<file path="src/rtl/ins_fetch_pkg.sv">
// Shared constants for the instruction fetch unit: opcode values, FSM encoding
// and the queue entry layout. JAL predecode is enabled by INS_FETCH_JAL_REDIRECT_EN.
package ins_fetch_pkg;

    localparam logic [6:0]  OPC_JAL    = 7'b1101111;
    localparam logic [31:0] INST_BYTES = 32'd4;

    typedef enum logic [1:0] {
        ST_IDLE    = 2'd0,
        ST_WAIT    = 2'd1,
        ST_DISCARD = 2'd2
    } fetch_state_e;

    typedef struct packed {
        logic [31:0] inst;
        logic [31:0] pc;
        logic        pred;
    } fetch_entry_t;

    // J-type immediate: imm[20|10:1|11|19:12] scattered over inst[31:12]
    function automatic logic [31:0] j_imm(input logic [31:0] w);
        return {{12{w[31]}}, w[19:12], w[20], w[30:21], 1'b0};
    endfunction

endpackage

</file>
<file path="src/rtl/ins_fetch_if.sv">
// Fetch-unit bus: instruction-cache request/response, decode-side queue head
// and the commit-side flush redirect.
interface ins_fetch_if;
    logic        icache_req_valid;
    logic [31:0] icache_req_addr;
    logic        icache_resp_valid;
    logic [31:0] icache_resp_inst;
    logic        inst_valid;
    logic [31:0] inst;
    logic [31:0] inst_pc;
    logic        inst_pred_jump;
    logic        decode_ready;
    logic        flush_in;
    logic [31:0] flush_pc;

    modport master (
        output icache_req_valid, icache_req_addr,
        input  icache_resp_valid, icache_resp_inst,
        output inst_valid, inst, inst_pc, inst_pred_jump,
        input  decode_ready, flush_in, flush_pc
    );

    modport slave (
        input  icache_req_valid, icache_req_addr,
        output icache_resp_valid, icache_resp_inst,
        input  inst_valid, inst, inst_pc, inst_pred_jump,
        output decode_ready, flush_in, flush_pc
    );
endinterface

</file>
<file path="src/rtl/ins_fetch_queue.sv">
// Instruction queue: power-of-two circular FIFO with push, pop, flush and an
// occupancy count. Storage is cleared on reset so the head reads as zero.
module ins_queue #(
    parameter int DEPTH = 4,
    parameter int WIDTH = 65
) (
    input  logic                     clk,
    input  logic                     rst,
    input  logic                     push,
    input  logic [WIDTH-1:0]         push_data,
    input  logic                     pop,
    input  logic                     flush,
    output logic [WIDTH-1:0]         head_data,
    output logic [$clog2(DEPTH):0]   count,
    output logic                     empty
);
    localparam int PW = $clog2(DEPTH);
    localparam int CW = PW + 1;

    logic [WIDTH-1:0] mem [DEPTH];
    logic [PW-1:0]    wr_ptr, rd_ptr;
    logic             full, do_push, do_pop;

    assign empty     = (count == '0);
    assign full      = (count == CW'(DEPTH));
    assign do_push   = push && !full;
    assign do_pop    = pop && !empty;
    assign head_data = mem[rd_ptr];

    always_ff @(posedge clk or posedge rst) begin
        if (rst) begin
            wr_ptr <= '0;
            rd_ptr <= '0;
            count  <= '0;
            for (int i = 0; i < DEPTH; i++) mem[i] <= '0;
        end else if (flush) begin
            wr_ptr <= '0;
            rd_ptr <= '0;
            count  <= '0;
        end else begin
            if (do_push) begin
                mem[wr_ptr] <= push_data;
                wr_ptr      <= wr_ptr + PW'(1);
            end
            if (do_pop) rd_ptr <= rd_ptr + PW'(1);
            if (do_push && !do_pop)      count <= count + CW'(1);
            else if (do_pop && !do_push) count <= count - CW'(1);
        end
    end

endmodule

</file>
<file path="src/rtl/ins_fetch.sv">
// Instruction fetch unit: one outstanding icache request, results buffered in
// ins_queue. Define INS_FETCH_JAL_REDIRECT_EN to redirect fetch on predecoded JAL.
//
//   state      | meaning
//   ST_IDLE    | may issue a request at pc when the queue has room
//   ST_WAIT    | request outstanding, held stable until the response
//   ST_DISCARD | flushed while waiting; next response is dropped
module ins_fetch
    import ins_fetch_pkg::*;
#(
    parameter int          IQ_DEPTH = 4,
    parameter logic [31:0] RESET_PC = 32'h0
) (
    input  logic        clk_in,
    input  logic        rst_in,
    input  logic        rdy_in,
    ins_fetch_if.master bus
);
    localparam int CW = $clog2(IQ_DEPTH) + 1;

    fetch_state_e  state_q, state_d;
    logic [31:0]   pc_q, pc_next;
    logic          pred;
    logic [CW-1:0] count;
    logic          q_empty, can_issue, resp_take, flush_take, pop, req_valid;
    fetch_entry_t  push_entry, head_entry;

    assign can_issue  = count < CW'(IQ_DEPTH);
    assign flush_take = rdy_in && bus.flush_in;
    assign resp_take  = rdy_in && !bus.flush_in && (state_q == ST_WAIT) && bus.icache_resp_valid;

`ifdef INS_FETCH_JAL_REDIRECT_EN
    always_comb begin
        pred    = (bus.icache_resp_inst[6:0] == OPC_JAL);
        pc_next = pred ? pc_q + j_imm(bus.icache_resp_inst) : pc_q + INST_BYTES;
    end
`else
    always_comb begin
        pred    = 1'b0;
        pc_next = pc_q + INST_BYTES;
    end
`endif

    always_ff @(posedge clk_in or posedge rst_in) begin
        if (rst_in) state_q <= ST_IDLE;
        else        state_q <= state_d;
    end

    always_comb begin
        state_d = state_q;
        if (rdy_in) begin
            if (bus.flush_in) begin
                // a request still in flight must have its response swallowed
                if (state_q != ST_IDLE && !bus.icache_resp_valid) state_d = ST_DISCARD;
                else                                              state_d = ST_IDLE;
            end else begin
                case (state_q)
                    ST_IDLE:             if (can_issue) state_d = ST_WAIT;
                    ST_WAIT, ST_DISCARD: if (bus.icache_resp_valid) state_d = ST_IDLE;
                    default:             state_d = ST_IDLE;
                endcase
            end
        end
    end

    always_comb begin
        req_valid = 1'b0;
        if (!rst_in && !bus.flush_in) begin
            case (state_q)
                ST_IDLE: req_valid = rdy_in && can_issue;
                ST_WAIT: req_valid = 1'b1;
                default: req_valid = 1'b0;
            endcase
        end
    end

    always_ff @(posedge clk_in or posedge rst_in) begin
        if (rst_in)          pc_q <= RESET_PC;
        else if (flush_take) pc_q <= bus.flush_pc;
        else if (resp_take)  pc_q <= pc_next;
    end

    assign push_entry = '{inst: bus.icache_resp_inst, pc: pc_q, pred: pred};
    assign pop        = bus.inst_valid && bus.decode_ready;

    ins_queue #(
        .DEPTH (IQ_DEPTH),
        .WIDTH ($bits(fetch_entry_t))
    ) u_queue (
        .clk       (clk_in),
        .rst       (rst_in),
        .push      (resp_take),
        .push_data (push_entry),
        .pop       (pop),
        .flush     (flush_take),
        .head_data (head_entry),
        .count     (count),
        .empty     (q_empty)
    );

    assign bus.icache_req_valid = req_valid;
    assign bus.icache_req_addr  = req_valid ? pc_q : 32'h0;
    assign bus.inst_valid       = !q_empty && rdy_in;
    assign bus.inst             = head_entry.inst;
    assign bus.inst_pc          = head_entry.pc;
    assign bus.inst_pred_jump   = head_entry.pred;

endmodule

</file>
<file path="src/flat_wrapper.sv">
// flat-port wrapper written by rule: the top's interface ports become plain ports
module ins_fetch_flat import ins_fetch_pkg::*;
#(
    parameter int          IQ_DEPTH = 4,
    parameter logic [31:0] RESET_PC = 32'h0
)
  (clk_in, rst_in, rdy_in, bus_icache_req_valid, bus_icache_req_addr, bus_icache_resp_valid, bus_icache_resp_inst, bus_inst_valid, bus_inst, bus_inst_pc, bus_inst_pred_jump, bus_decode_ready, bus_flush_in, bus_flush_pc);
  ins_fetch_if bus_i ();
  input  logic clk_in;
  input  logic rst_in;
  input  logic rdy_in;
  output wire logic [$bits(bus_i.icache_req_valid)-1:0] bus_icache_req_valid;
  output wire logic [$bits(bus_i.icache_req_addr)-1:0] bus_icache_req_addr;
  input wire logic [$bits(bus_i.icache_resp_valid)-1:0] bus_icache_resp_valid;
  input wire logic [$bits(bus_i.icache_resp_inst)-1:0] bus_icache_resp_inst;
  output wire logic [$bits(bus_i.inst_valid)-1:0] bus_inst_valid;
  output wire logic [$bits(bus_i.inst)-1:0] bus_inst;
  output wire logic [$bits(bus_i.inst_pc)-1:0] bus_inst_pc;
  output wire logic [$bits(bus_i.inst_pred_jump)-1:0] bus_inst_pred_jump;
  input wire logic [$bits(bus_i.decode_ready)-1:0] bus_decode_ready;
  input wire logic [$bits(bus_i.flush_in)-1:0] bus_flush_in;
  input wire logic [$bits(bus_i.flush_pc)-1:0] bus_flush_pc;
  assign bus_icache_req_valid = bus_i.icache_req_valid;
  assign bus_icache_req_addr = bus_i.icache_req_addr;
  assign bus_i.icache_resp_valid = bus_icache_resp_valid;
  assign bus_i.icache_resp_inst = bus_icache_resp_inst;
  assign bus_inst_valid = bus_i.inst_valid;
  assign bus_inst = bus_i.inst;
  assign bus_inst_pc = bus_i.inst_pc;
  assign bus_inst_pred_jump = bus_i.inst_pred_jump;
  assign bus_i.decode_ready = bus_decode_ready;
  assign bus_i.flush_in = bus_flush_in;
  assign bus_i.flush_pc = bus_flush_pc;
  ins_fetch #(.IQ_DEPTH(IQ_DEPTH), .RESET_PC(RESET_PC)) u_core (.clk_in(clk_in), .rst_in(rst_in), .rdy_in(rdy_in), .bus(bus_i));
endmodule
</file>
<file path="config.mk">
export PLATFORM = sky130hd
export DESIGN_NAME = ins_fetch_flat
export DESIGN_NICKNAME = d
export VERILOG_FILES = /design/src/rtl/ins_fetch_pkg.sv /design/src/rtl/ins_fetch_if.sv /design/src/rtl/ins_fetch_queue.sv /design/src/rtl/ins_fetch.sv /design/src/flat_wrapper.sv
export SDC_FILE = /design/constraint.sdc
export NUM_CORES = 1
export LEC_CHECK = 0
export CAP_MARGIN = 25
export CORE_ASPECT_RATIO = 2
export CORE_MARGIN = 1.5
export CORE_UTILIZATION = 55
export DETAILED_ROUTE_END_ITERATION = 10
export HOLD_SLACK_MARGIN = 0.15
export PLACE_DENSITY = 0.9
export SLEW_MARGIN = 5
export SYNTH_ARGS = -nofsm -noshare
export SYNTH_HDL_FRONTEND = slang
export SYNTH_SLANG_ARGS = --single-unit
</file>
<file path="constraint.sdc">
create_clock -name clk_in -period 15.3 [get_ports clk_in]
set_clock_uncertainty 0.15 [all_clocks]
set_input_delay 4.59 -clock clk_in [delete_from_list [all_inputs] [get_ports clk_in]]
set_output_delay 4.59 -clock clk_in [all_outputs]
set_load 0.01 [all_outputs]
</file>
Word level (Yosys, flattened, before mapping)
Index checks and enable logic that the tools add are counted.
{"block": "totals", "word_cells": 80, "ff_bits": 301}
{"block": "classes", "n_eq_ne": 5, "muxes": 23, "addsub": 5, "n_lt_le_gt_ge": 4, "n_reduce_logical": 31, "bitwise_logic": 3}
{"operator": "bitwise mux 260 bit", "count": 1}
{"operator": "two-way mux 65 bit", "count": 3}
{"operator": "binary-select mux 65 bit (select 2 bit)", "count": 1}
{"operator": "demux 65 bit (select 2 bit)", "count": 1}
{"operator": "two-way mux 32 bit", "count": 3}
{"operator": "adder 32 x 3 -> 32 bit (second input constant)", "count": 1}
{"operator": "two-way mux 2 bit", "count": 8}
{"operator": "logical AND 1 bit", "count": 14}
{"operator": "two-way mux 3 bit", "count": 3}
{"operator": "nonzero test 2 bit", "count": 4}
{"operator": "logical NOT 1 bit", "count": 7}
{"operator": "greater-or-equal comparator 3 bit (second input constant)", "count": 2}
{"operator": "inverter 2 -> 3 bit", "count": 2}
{"operator": "adder 2 x 1 -> 2 bit (second input constant)", "count": 2}
{"operator": "case mux 2 bit (2 select lines)", "count": 1}
{"operator": "adder 3 x 1 -> 3 bit (second input constant)", "count": 1}
{"operator": "== test 3 bit (second input constant)", "count": 1}
{"operator": "logical NOT 3 bit", "count": 1}
{"operator": "less-than comparator 3 x 1 -> 1 bit (second input constant)", "count": 1}
{"operator": "less-than comparator 3 bit (second input constant)", "count": 1}
{"operator": "inequality test 3 x 2 -> 1 bit (second input constant)", "count": 1}
{"operator": "inequality test 3 bit (second input constant)", "count": 1}
{"operator": "AND reduction 3 bit", "count": 1}
{"operator": "nonzero test 3 bit", "count": 1}
{"operator": "other kinds (9)", "count": 9}

Depth between registers and ports, before layout
Gate-level depths: netlist of the first run.
{"block": "depth", "word_depth": 10, "mapped_depth": 9, "mapped_depth_nobuf": 9}

Cells and area by module
A second synthesis of the first run with hierarchy kept.
{"block": "unflattened", "hier_cells": 954, "hier_area_um2": 15034.4}
{"module": "ins_queue", "instances": 1, "seq_area_each_um2": 6681.4, "cells_per_inst": 694, "area_per_inst_um2": 12849.8}
{"module": "ins_fetch", "instances": 1, "seq_area_each_um2": 850.8, "cells_per_inst": 260, "area_per_inst_um2": 2184.6}

Least setup slack after synthesis of the first run
OpenSTA, ideal clock, no wires.
{"block": "synth_timing", "path_type": "in2out", "start": "input bus_flush_in", "end": "output bus_icache_req_addr[10]", "n_path_buf": 3, "path_stages": 5, "arrival_time_ns": 5.534, "required_ns": 10.560, "path_slack_ns": 5.026, "cell_sequence": "buf_6 -> nor3_1 -> clkbuf_1 -> clkbuf_1 -> and2_1"}
{"block": "synth_via", "elab_chain_len": 4}
{"element": "from (decl)", "line_no": "flat_wrapper.sv:21", "source": "input wire logic [$bits(bus_i.flush_in)-1:0] bus_flush_in;"}
{"element": "logical NOT 1 bit", "line_no": "ins_fetch.sv:68", "source": "if (!rst_in && !bus.flush_in) begin"}
{"element": "logical AND 1 bit", "line_no": "ins_fetch.sv:68"}
{"element": "two-way mux 1 bit", "line_no": "ins_fetch.sv:68"}
{"element": "two-way mux 32 bit", "line_no": "ins_fetch.sv:102", "source": "assign bus.icache_req_addr = req_valid ? pc_q : 32'h0;"}
{"element": "to (decl)", "line_no": "flat_wrapper.sv:13", "source": "output wire logic [$bits(bus_i.icache_req_addr)-1:0] bus_icache_req_addr;"}
Every way passes these cells.

Worst setup path in the final report of the first run
{"block": "layout_timing", "start": "input rdy_in", "end": "output bus_icache_req_addr[5]"}
{"block": "layout_via", "elab_chain_len": 4}
{"element": "from (decl)", "line_no": "flat_wrapper.sv:11", "source": "input logic rdy_in;"}
{"element": "logical AND 1 bit", "line_no": "ins_fetch.sv:70", "source": "ST_IDLE: req_valid = rdy_in && can_issue;"}
{"element": "case mux 1 bit (2 select lines)", "line_no": "ins_fetch.sv:69", "source": "case (state_q)"}
{"element": "two-way mux 1 bit", "line_no": "ins_fetch.sv:68"}
{"element": "two-way mux 32 bit", "line_no": "ins_fetch.sv:102"}
Every way passes these cells.

==> results of run 1 <==
power groups by stage:
stage               Combinational [W]  Sequential (W)  Clock (W)
floorplan                    0.000569         0.00108          0
global placement             0.000886         0.00114          0
detailed placement           0.000909         0.00116          0
CTS                          0.000914         0.00114   0.000662
global route                 0.000962         0.00117   0.000689
finish                       0.000904         0.00115   0.000650
how the worst max path moves through the flow:
stage | end | slack [ns] | cells past startpoint
after global placement | bus_icache_req_addr[10] | 3.82 | 6
after CTS | bus_icache_req_addr[5] | 3.64 | 6
after global routing | bus_icache_req_addr[5] | 3.50 | 6
after detailed placement | bus_icache_req_addr[5] | 3.64 | 6
final | bus_icache_req_addr[5] | 3.61 | 6
after floorplan | u_core.pc_q[0] | 2.36 | 1
synth_stat cells (11+ instances only):
cell	number
mux4_2	64
buf_1	28
o21ai_0	20
a31oi_1	22
mux2_2	256
nor2_1	27
and2_1	31
clkbuf_1	30
nand3_1	11
or3_1	11
nand2_1	30
inv_1	13
o31ai_1	11
dfrtp_1	297
or4_1	13
routing by layer:
| metal | wire, microns | track usage |
|---|---|---|
| met2 | 16500 | 0.439 |
| met3 | 1120 | 0.0304 |
| met5 | 0 | 0 |
| met1 | 11600 | 0.289 |
| met4 | 1050 | 0.0919 |
cells in the final DEF, fill, tap and decap left out, types with 6 or more instances in the layout:
cell type,Yosys,final
dfrtp_1,297,295
mux2_2,256,256
clkdlybuf4s50_1,0,167
mux4_2,64,64
and2_1,31,31
nand2_1,30,29
nor2_1,27,27
clkbuf_16,0,27
a31oi_1,22,22
o21ai_0,20,20
or4_1,13,13
inv_1,13,12
nand3_1,11,11
o31ai_1,11,11
or3_1,11,11
nand4_1,10,10
buf_4,1,9
xor2_1,8,8
ha_1,8,8
clkinv_2,0,7
clkbuf_1,30,6
layout make-up:
cell class / instances / share of cell area
repair buffers: 179 / 0.112
flip-flops and latches: 297 / 0.456
well taps: 290 / 0.0223
clock inverters: 9 / 0.00453
inverters: 13 / 0.00346
clock buffers: 38 / 0.0471
multi-input cells: 553 / 0.354
worst reg2reg max path: stages (launching register included):
cell and delay, ns:
dfrtp_1 0.39, inv_1 0.08, ha_1 0.25, nand4b_4 0.17, a31oi_2 0.48, nand2_2 0.69
buf_4 0.57, mux2_2 0.36
per-stage QoR:
step / util / instance area, sq um / cells
2_1_floorplan: - / 13600 / 934
3_3_place_gp: 0.632 / 15400 / 1329
3_5_place_dp: 0.632 / 15400 / 1329
4_1_cts: 0.667 / 16200 / 1376
5_1_grt: 0.670 / 16300 / 1379
6_report: 0.670 / 16300 / 1379
state kept, by name, indices dropped and copies added (netlist names):
signal / flops
u_core.pc_q: 32
u_core.state_q: 2
u_core.u_queue.count: 3
u_core.u_queue.rd_ptr: 2
u_core.u_queue.wr_ptr: 2
u_core.u_queue.mem: 256
cells by family after synthesis:
kind of cell	synth area share
AOI/OAI and AO/OA	0.0283
adders and majority gates	0.00886
and+or+nand+nor	0.0606
other	0.000277
muxes	0.320
buffers and inverters	0.0260
xor gates and xnor gates	0.00775
DFF	0.548
==> qor.txt, run 1 <==
Routed Antenna Nets -> 0
WHS Endpoint -> u_core.u_queue.mem[62]
worst hold start -> u_core.u_queue.mem[62]
CTS tree -> yes
Setup TNS -> 0 ns
Max Clk Rate -> 0.0856 GHz
Fin Hold WS -> 0.350 ns
# resized after CTS -> 0
Clock Sinks -> 297
Worst path max stage delay -> 0.66 ns
Critical Path End Type -> primary output
ANT cells -> 0
Final GP Congestion -> 0.760
CTS H-tree lvls -> 1
Cell Int Power -> 0.00192 W
Vias/cell -> 6.14
largest net degree at the start of global routing -> 142
worst vdd ir -> 0.142 mV
r2r endpoint -> u_core.u_queue.mem[83]
worst path bufs/invs -> 3
grt ovf -> 0
Synth cell types -> 39
combinational power share -> 0.335
Die Ht -> 225 microns
Yosys warning total -> 0
Tot Pwr -> 0.00270 W
critical path peak fanout -> 24
unrepaired setup endpoints after global routing -> no
area delta synth->final -> 20.2%
pre-CTS setup slack -> 3.64 ns
Post-synth EDFFs -> 0
Psw -> 0.000777 W
initial DRC count -> 452
post-synthesis sequential element count -> 297
startpoint type of the worst setup path -> primary input
top cells by area, synth -> dfrtp_1 (55%), mux2_2 (21%), mux4_2 (11%)
max_cap viols -> 0
R2R Path Start -> u_core.state_q[1]
CP Data Required Time -> 10.56 ns
area leader, netlist -> dfrtp_1
final hold violation count -> 0
Initial Utilization -> 0.557
static leakage -> 7.33 nW
Die ar. -> 25700 sq um
worst skew pair latency -> 0.54 ns
Boundary Pins -> 169
Slew @ Worst Pin -> 0.983 ns
share of layout cells above drive strength 1 -> 0.354
Mapped Cells -> 934
Sequential Power Share -> 0.424
critical path class -> primary input to primary output
first-pass GRT wire length -> 47.9 mm
FFs w/ async S/R, synth -> 1.00
core area -> 24300 sq um
Reg2Reg Setup Slack -> 12.04 ns
chip width -> 114 microns
Top FF cell, synth -> dfrtp_1
initial antenna violation count -> 0
Avg Cell Area, Syn -> 14.5 sq um
residual DRC count -> 0
sequential cell area -> 7440 sq um
Finish-stage setup viols -> 0
fillers -> 1650
vias in the first global route -> 8976
Multi-input gate area -> 5780 sq um
outcome -> finished clean
Clock Tree Root -> clkbuf_16
arrival time worst endpoint -> 6.95 ns
pwr dens -> 166 nW/um^2
DRT Wirelength -> 30.3 mm
Slew Limit Fails -> 0
setup bufs post-CTS -> 0
via count -> 8473
Synthesized Nets -> 1013
mapped cell area -> 13600 sq um
detailed placement HPWL -> 19.4 mm
clock power share -> 0.241
GRT Overall Usage -> 0.241
final critical-path required period -> 11.69 ns
Final Cycle Share -> 0.764
CP delay by family, top -> buffers and inverters
Nets -> 1149
hold depth -> 1
Inserted Clock Buffers -> 26
worst setup margin -> 3.61 ns
most used cell, CP -> clkdlybuf4s50_1
Rows -> 81
max_slew headroom -> 0.343
DRT Pass-1 Iters -> 5
post-synth top area share -> 0.548
Max Root-Sink Buffers -> 3
Seq/Total Area, Yosys -> 0.548
post-DR wirelength/cell -> 22.0 microns
IO Port Bufs -> 167
FF-to-FF path depth -> 7
CP cell instances -> clkdlybuf4s50_1 -> a31oi_1 -> nor3_2 -> buf_4 -> and2_1 -> clkdlybuf4s50_1
Clock Pin Slew Worst Setup and Hold Paths -> 0.06 ns
sw frac -> 0.288
critical path's slowest cell -> clkdlybuf4s50_1
CP Launch Point -> rdy_in
min-delay worst type -> flip-flop to flip-flop
hold_buf cts -> 0
Note: power is estimated with default switching activity, not from simulation.
==> run 2: changes to the inputs <==
- clock period: 15.3 -> 10.9 ns (I/O delays scaled with it)
==> run 2 against run 1 <==
Net effect: critical path depth unchanged; sequential share of layout area decreased by 0.18 points; count of clock-buffer cells in the layout shrank 2; global-route usage grew 0.17 points; worst hold slack about the same; setup slack got worse by 1.6 ns; combinational power up 40%; largest power group unchanged.
==> qor.txt, run 2 (synthesis results as in run 1) <==
outcome -> finished clean
grt ovf -> 0
Boundary Pins -> 169
Clock Tree Root -> clkbuf_16
max_slew headroom -> 0.285
r2r endpoint -> u_core.u_queue.mem[235]
CTS H-tree lvls -> 1
unrepaired setup endpoints after global routing -> no
final critical-path required period -> 8.93 ns
Slew @ Worst Pin -> 1.07 ns
share of layout cells above drive strength 1 -> 0.357
WHS Endpoint -> u_core.u_queue.mem[124]
static leakage -> 7.35 nW
Biggest register -> u_core.u_queue.mem
Routed Antenna Nets -> 0
R2R Path Start -> u_core.state_q[1]
Clock Sinks -> 297
min-delay worst type -> flip-flop to flip-flop
detailed placement HPWL -> 19.2 mm
initial antenna violation count -> 0
FF-to-FF path depth -> 8
max reg flops -> 256
critical path class -> primary input to primary output
pre-CTS setup slack -> 1.96 ns
Rows -> 81
area delta synth->final -> 20.7%
GRT Overall Usage -> 0.243
CTS tree -> yes
Final Cycle Share -> 0.820
residual DRC count -> 0
Reg2Reg Setup Slack -> 7.94 ns
initial DRC count -> 544
Max Clk Rate -> 0.112 GHz
worst setup margin -> 1.97 ns
IO Port Bufs -> 167
Initial Utilization -> 0.557
Final GP Congestion -> 0.771
setup bufs post-CTS -> 0
Clock Pin Slew Worst Setup and Hold Paths -> 0.06 ns
Fin Hold WS -> 0.349 ns
worst skew pair latency -> 0.54 ns
largest net degree at the start of global routing -> 209
Vias/cell -> 6.12
chip width -> 114 microns
Setup TNS -> 0 ns
ANT cells -> 0
DRT Wirelength -> 30.1 mm
Die Ht -> 225 microns
hold_buf cts -> 0
Finish-stage setup viols -> 0
most frequent cells in the layout -> dfrtp_1 (295), mux2_2 (256), clkdlybuf4s50_1 (167)
critical path peak fanout -> 24
max_cap viols -> 0
# resized after CTS -> 0
Regs by FF count -> u_core.u_queue.mem: 256 flops, u_core.pc_q: 32 flops, u_core.u_queue.count: 3 flops
Max Root-Sink Buffers -> 3
Inserted Clock Buffers -> 26
core area -> 24300 sq um
pwr dens -> 235 nW/um^2
first-pass GRT wire length -> 48.4 mm
worst hold start -> u_core.u_queue.mem[124]
via count -> 8444
post-DR wirelength/cell -> 21.8 microns
final hold violation count -> 0
DRT Pass-1 Iters -> 4
worst vdd ir -> 0.162 mV
CP Data Required Time -> 7.48 ns
commonest non-fill, non-tap cell in the layout -> dfrtp_1
vias in the first global route -> 9113
arrival time worst endpoint -> 5.51 ns
hold depth -> 1
Nets -> 1149
Slew Limit Fails -> 0
startpoint type of the worst setup path -> primary input
Critical Path End Type -> primary output
Die ar. -> 25700 sq um
## run 2: changes by cell type in the layout (fill, tap and decap cells not counted)
| cell | delta |
|---|---|
| bufinv_16 | +2 |
| inv_6 | -1 |
| clkinv_2 | -2 |
| clkbuf_1 | -4 |
| clkinv_4 | +1 |
| buf_12 | +4 |
| inv_8 | -1 |
| buf_16 | -3 |
| clkbuf_8 | +2 |
| clkinvlp_4 | +3 |
| buf_4 | -1 |
## run 2: worst max path at each step
| stage | slack, ns | endpoint | from | cells after the start |
|---|---|---|---|---|
| CTS | 1.96 | bus_icache_req_addr[7] | rdy_in | 6 |
| detailed placement | 1.96 | bus_icache_req_addr[7] | rdy_in | 6 |
| floorplan | 3.27 | bus_icache_req_addr[10] | bus_flush_in | 5 |
| global route | 1.80 | bus_icache_req_addr[19] | rdy_in | 6 |
| finish | 1.97 | bus_icache_req_addr[7] | rdy_in | 6 |
| global placement | 2.08 | bus_icache_req_addr[5] | rdy_in | 6 |
## run 2: power breakdown
part	switching [W]	leakage [nW]	internal, W	total [W]
combinational	0.000475	2.99	0.000795	0.00127
sequential	0.000211	3.91	0.00139	0.00160
clock	0.000400	0.452	0.000571	0.000970
total	0.00109	7.35	0.00276	0.00384
## run 2: layer usage
layer / part of all wire / global-route usage
met2: 0.55 / 0.447
met3: 0.037 / 0.0290
met1: 0.37 / 0.284
met5: 0 / 0
met4: 0.033 / 0.100
## run 2: stage by stage
step,total power (W),util,area [sq um],cells
5_1_grt,0.00402,0.673,16400,1379
6_report,0.00384,0.673,16400,1379
2_1_floorplan,0.00231,-,13600,934
4_1_cts,0.00388,0.671,16300,1377
3_5_place_dp,0.00290,0.633,15400,1330
3_3_place_gp,0.00284,0.632,15400,1329
## run 2: layout make-up
| type | count | area [sq um] |
|---|---|---|
| fillers | 1669 | 7960 |
| flip-flops and latches | 297 | 7440 |
| multi-input cells | 553 | 5780 |
| repair buffers | 179 | 1810 |
| clock buffers | 36 | 779 |
| well taps | 290 | 363 |
| clock inverters | 11 | 139 |
| inverters | 13 | 52.6 |
## run 2: worst max-delay path, stage by stage
cell and delay [ns]:
clkdlybuf4s50_1 0.64, a31oi_1 0.24, nor3_2 0.30, buf_4 0.33
and2_1 0.17, clkdlybuf4s50_1 0.55
==> run 3: changes to the inputs <==
- clock period: 10.9 -> 8.8 ns (I/O delays scaled with it)
==> run 3 against run 2 <==
Net effect: worst hold slack barely moved; critical path type unchanged; critical path depth stayed put; via count increased by 0.28%; non-clock buffer count stayed put; critical endpoint unchanged; sequential power increased by 25%; combinational power increased by 23%; power up 23%; die area stayed put; count of clock-buffer cells in the layout rose by 4; routed wire length up 0.39%; design area decreased by 0.21%.
==> qor.txt, run 3 (synthesis results as in run 1) <==
Die ar. -> 25700 sq um
Final Core Density -> 0.671
final hold violation count -> 0
most frequent cells in the layout -> dfrtp_1 (295), mux2_2 (256), clkdlybuf4s50_1 (167)
DRT Pass-1 Iters -> 5
IO Port Bufs -> 167
setup bufs post-CTS -> 0
Final GP Congestion -> 0.770
Multi-input gate area -> 5780 sq um
initial antenna violation count -> 1
Worst path max stage delay -> 0.64 ns
Fin Hold WS -> 0.349 ns
WHS Endpoint -> u_core.u_queue.mem[90]
startpoint type of the worst setup path -> primary input
pwr dens -> 290 nW/um^2
Initial Utilization -> 0.557
unrepaired setup endpoints after global routing -> no
vias in the first global route -> 9189
worst vdd ir -> 0.191 mV
GRT Overall Usage -> 0.243
Clock Tree Root -> clkbuf_16
area delta synth->final -> 20.4%
core area -> 24300 sq um
R2R Path Start -> u_core.state_q[1]
arrival time worst endpoint -> 4.94 ns
FF-to-FF path depth -> 7
detailed placement HPWL -> 19.1 mm
largest net degree at the start of global routing -> 161
Final Cycle Share -> 0.878
max_slew headroom -> 0.363
first-pass GRT wire length -> 48.3 mm
via count -> 8468
hold_buf cts -> 0
Max Root-Sink Buffers -> 3
post-DR wirelength/cell -> 21.9 microns
# resized after CTS -> 0
sequential cell area -> 7440 sq um
min-delay worst type -> flip-flop to flip-flop
Slew Limit Fails -> 0
fillers -> 1665
commonest non-fill, non-tap cell in the layout -> dfrtp_1
Die Ht -> 225 microns
critical path class -> primary input to primary output
worst skew pair latency -> 0.53 ns
hold depth -> 1
max_cap viols -> 0
worst hold start -> u_core.u_queue.mem[90]
critical path's slowest cell -> clkdlybuf4s50_1
grt ovf -> 0
Rows -> 81
initial DRC count -> 509
Inserted Clock Buffers -> 26
Nets -> 1149
Critical Path End Type -> primary output
residual DRC count -> 0
Clock Pin Slew Worst Setup and Hold Paths -> 0.06 ns
DRT Wirelength -> 30.2 mm
Biggest register -> u_core.u_queue.mem
most used cell, CP -> clkdlybuf4s50_1
CTS H-tree lvls -> 1
final critical-path required period -> 7.73 ns
chip width -> 114 microns
Regs by FF count -> u_core.u_queue.mem: 256 flops, u_core.pc_q: 32 flops, u_core.u_queue.count: 3 flops
CP Data Required Time -> 6.01 ns
Slew @ Worst Pin -> 0.952 ns
Max Clk Rate -> 0.129 GHz
Clock Sinks -> 297
Boundary Pins -> 169
outcome -> finished clean
critical path peak fanout -> 24
max reg flops -> 256
CP cell instances -> clkdlybuf4s50_1 -> a31oi_1 -> nor3_2 -> buf_4 -> and2_1 -> clkdlybuf4s50_1
Setup TNS -> 0 ns
static leakage -> 7.33 nW
CTS tree -> yes
Vias/cell -> 6.14
Finish-stage setup viols -> 0
Reg2Reg Setup Slack -> 5.63 ns
share of layout cells above drive strength 1 -> 0.354
r2r endpoint -> u_core.u_queue.mem[160]
Routed Antenna Nets -> 0
[run 3: cell count changes in the layout (fill, tap and decap cells not counted), sizes merged]
cell	previous run	this run
clkbuf	36	40
clkinvlp	3	2
bufinv	3	2
diode	0	1
clkinv	6	4
[run 3: layer usage]
| layer | global-route usage | wire length [microns] | vias up |
|---|---|---|---|
| met5 | 0 | 0 | - |
| met4 | 0.123 | 1360 | 0 |
| met3 | 0.0264 | 1190 | 75 |
| met2 | 0.442 | 16600 | 260 |
| met1 | 0.279 | 11000 | 4433 |
| li1 | - | - | 3700 |
[run 3: worst max path at each step]
stage                 from                     end  slack, ns  depth (start not counted)
CTS                 rdy_in  bus_icache_req_addr[7]       1.08                          6
global placement    rdy_in  bus_icache_req_addr[8]       1.24                          6
floorplan           rst_in          u_core.pc_q[0]       2.06                          1
global route        rdy_in  bus_icache_req_addr[5]       0.92                          6
detailed placement  rdy_in  bus_icache_req_addr[7]       1.08                          6
finish              rdy_in  bus_icache_req_addr[7]       1.07                          6
[run 3: worst max-delay path: cells and delay by family]
family | cells | cell delay, ns
AO/OA/AOI/OAI | 1 | 0.25
AND/OR/NAND/NOR | 2 | 0.51
buffers and inverters | 3 | 1.53
[run 3: cell type report]
| type | count | area share |
|---|---|---|
| tap | 290 | 0.0222 |
| sequential | 297 | 0.456 |
| inverter | 13 | 0.00322 |
| clock buffer | 40 | 0.0487 |
| clock inverter | 7 | 0.00560 |
| antenna | 1 | 0.000153 |
| multi-input combinational | 553 | 0.354 |
| timing repair buffer | 179 | 0.111 |
[run 3: metrics by stage]
step / power (W) / std cells / instance area (sq um) / setup WS [ns]
2_1_floorplan: 0.00286 / 934 / 13600 / 2.06
3_3_place_gp: 0.00352 / 1330 / 15400 / 1.24
3_5_place_dp: 0.00359 / 1330 / 15400 / 1.08
4_1_cts: 0.00478 / 1377 / 16300 / 1.08
5_1_grt: 0.00495 / 1380 / 16300 / 0.924
6_report: 0.00473 / 1380 / 16300 / 1.07
[run 3: report_power, final]
group,leakage (nW),total [W],switching (W),internal [W]
Clock,0.434,0.00117,0.000491,0.000680
Sequential,3.91,0.00200,0.000272,0.00172
Combinational,2.99,0.00156,0.000582,0.000983
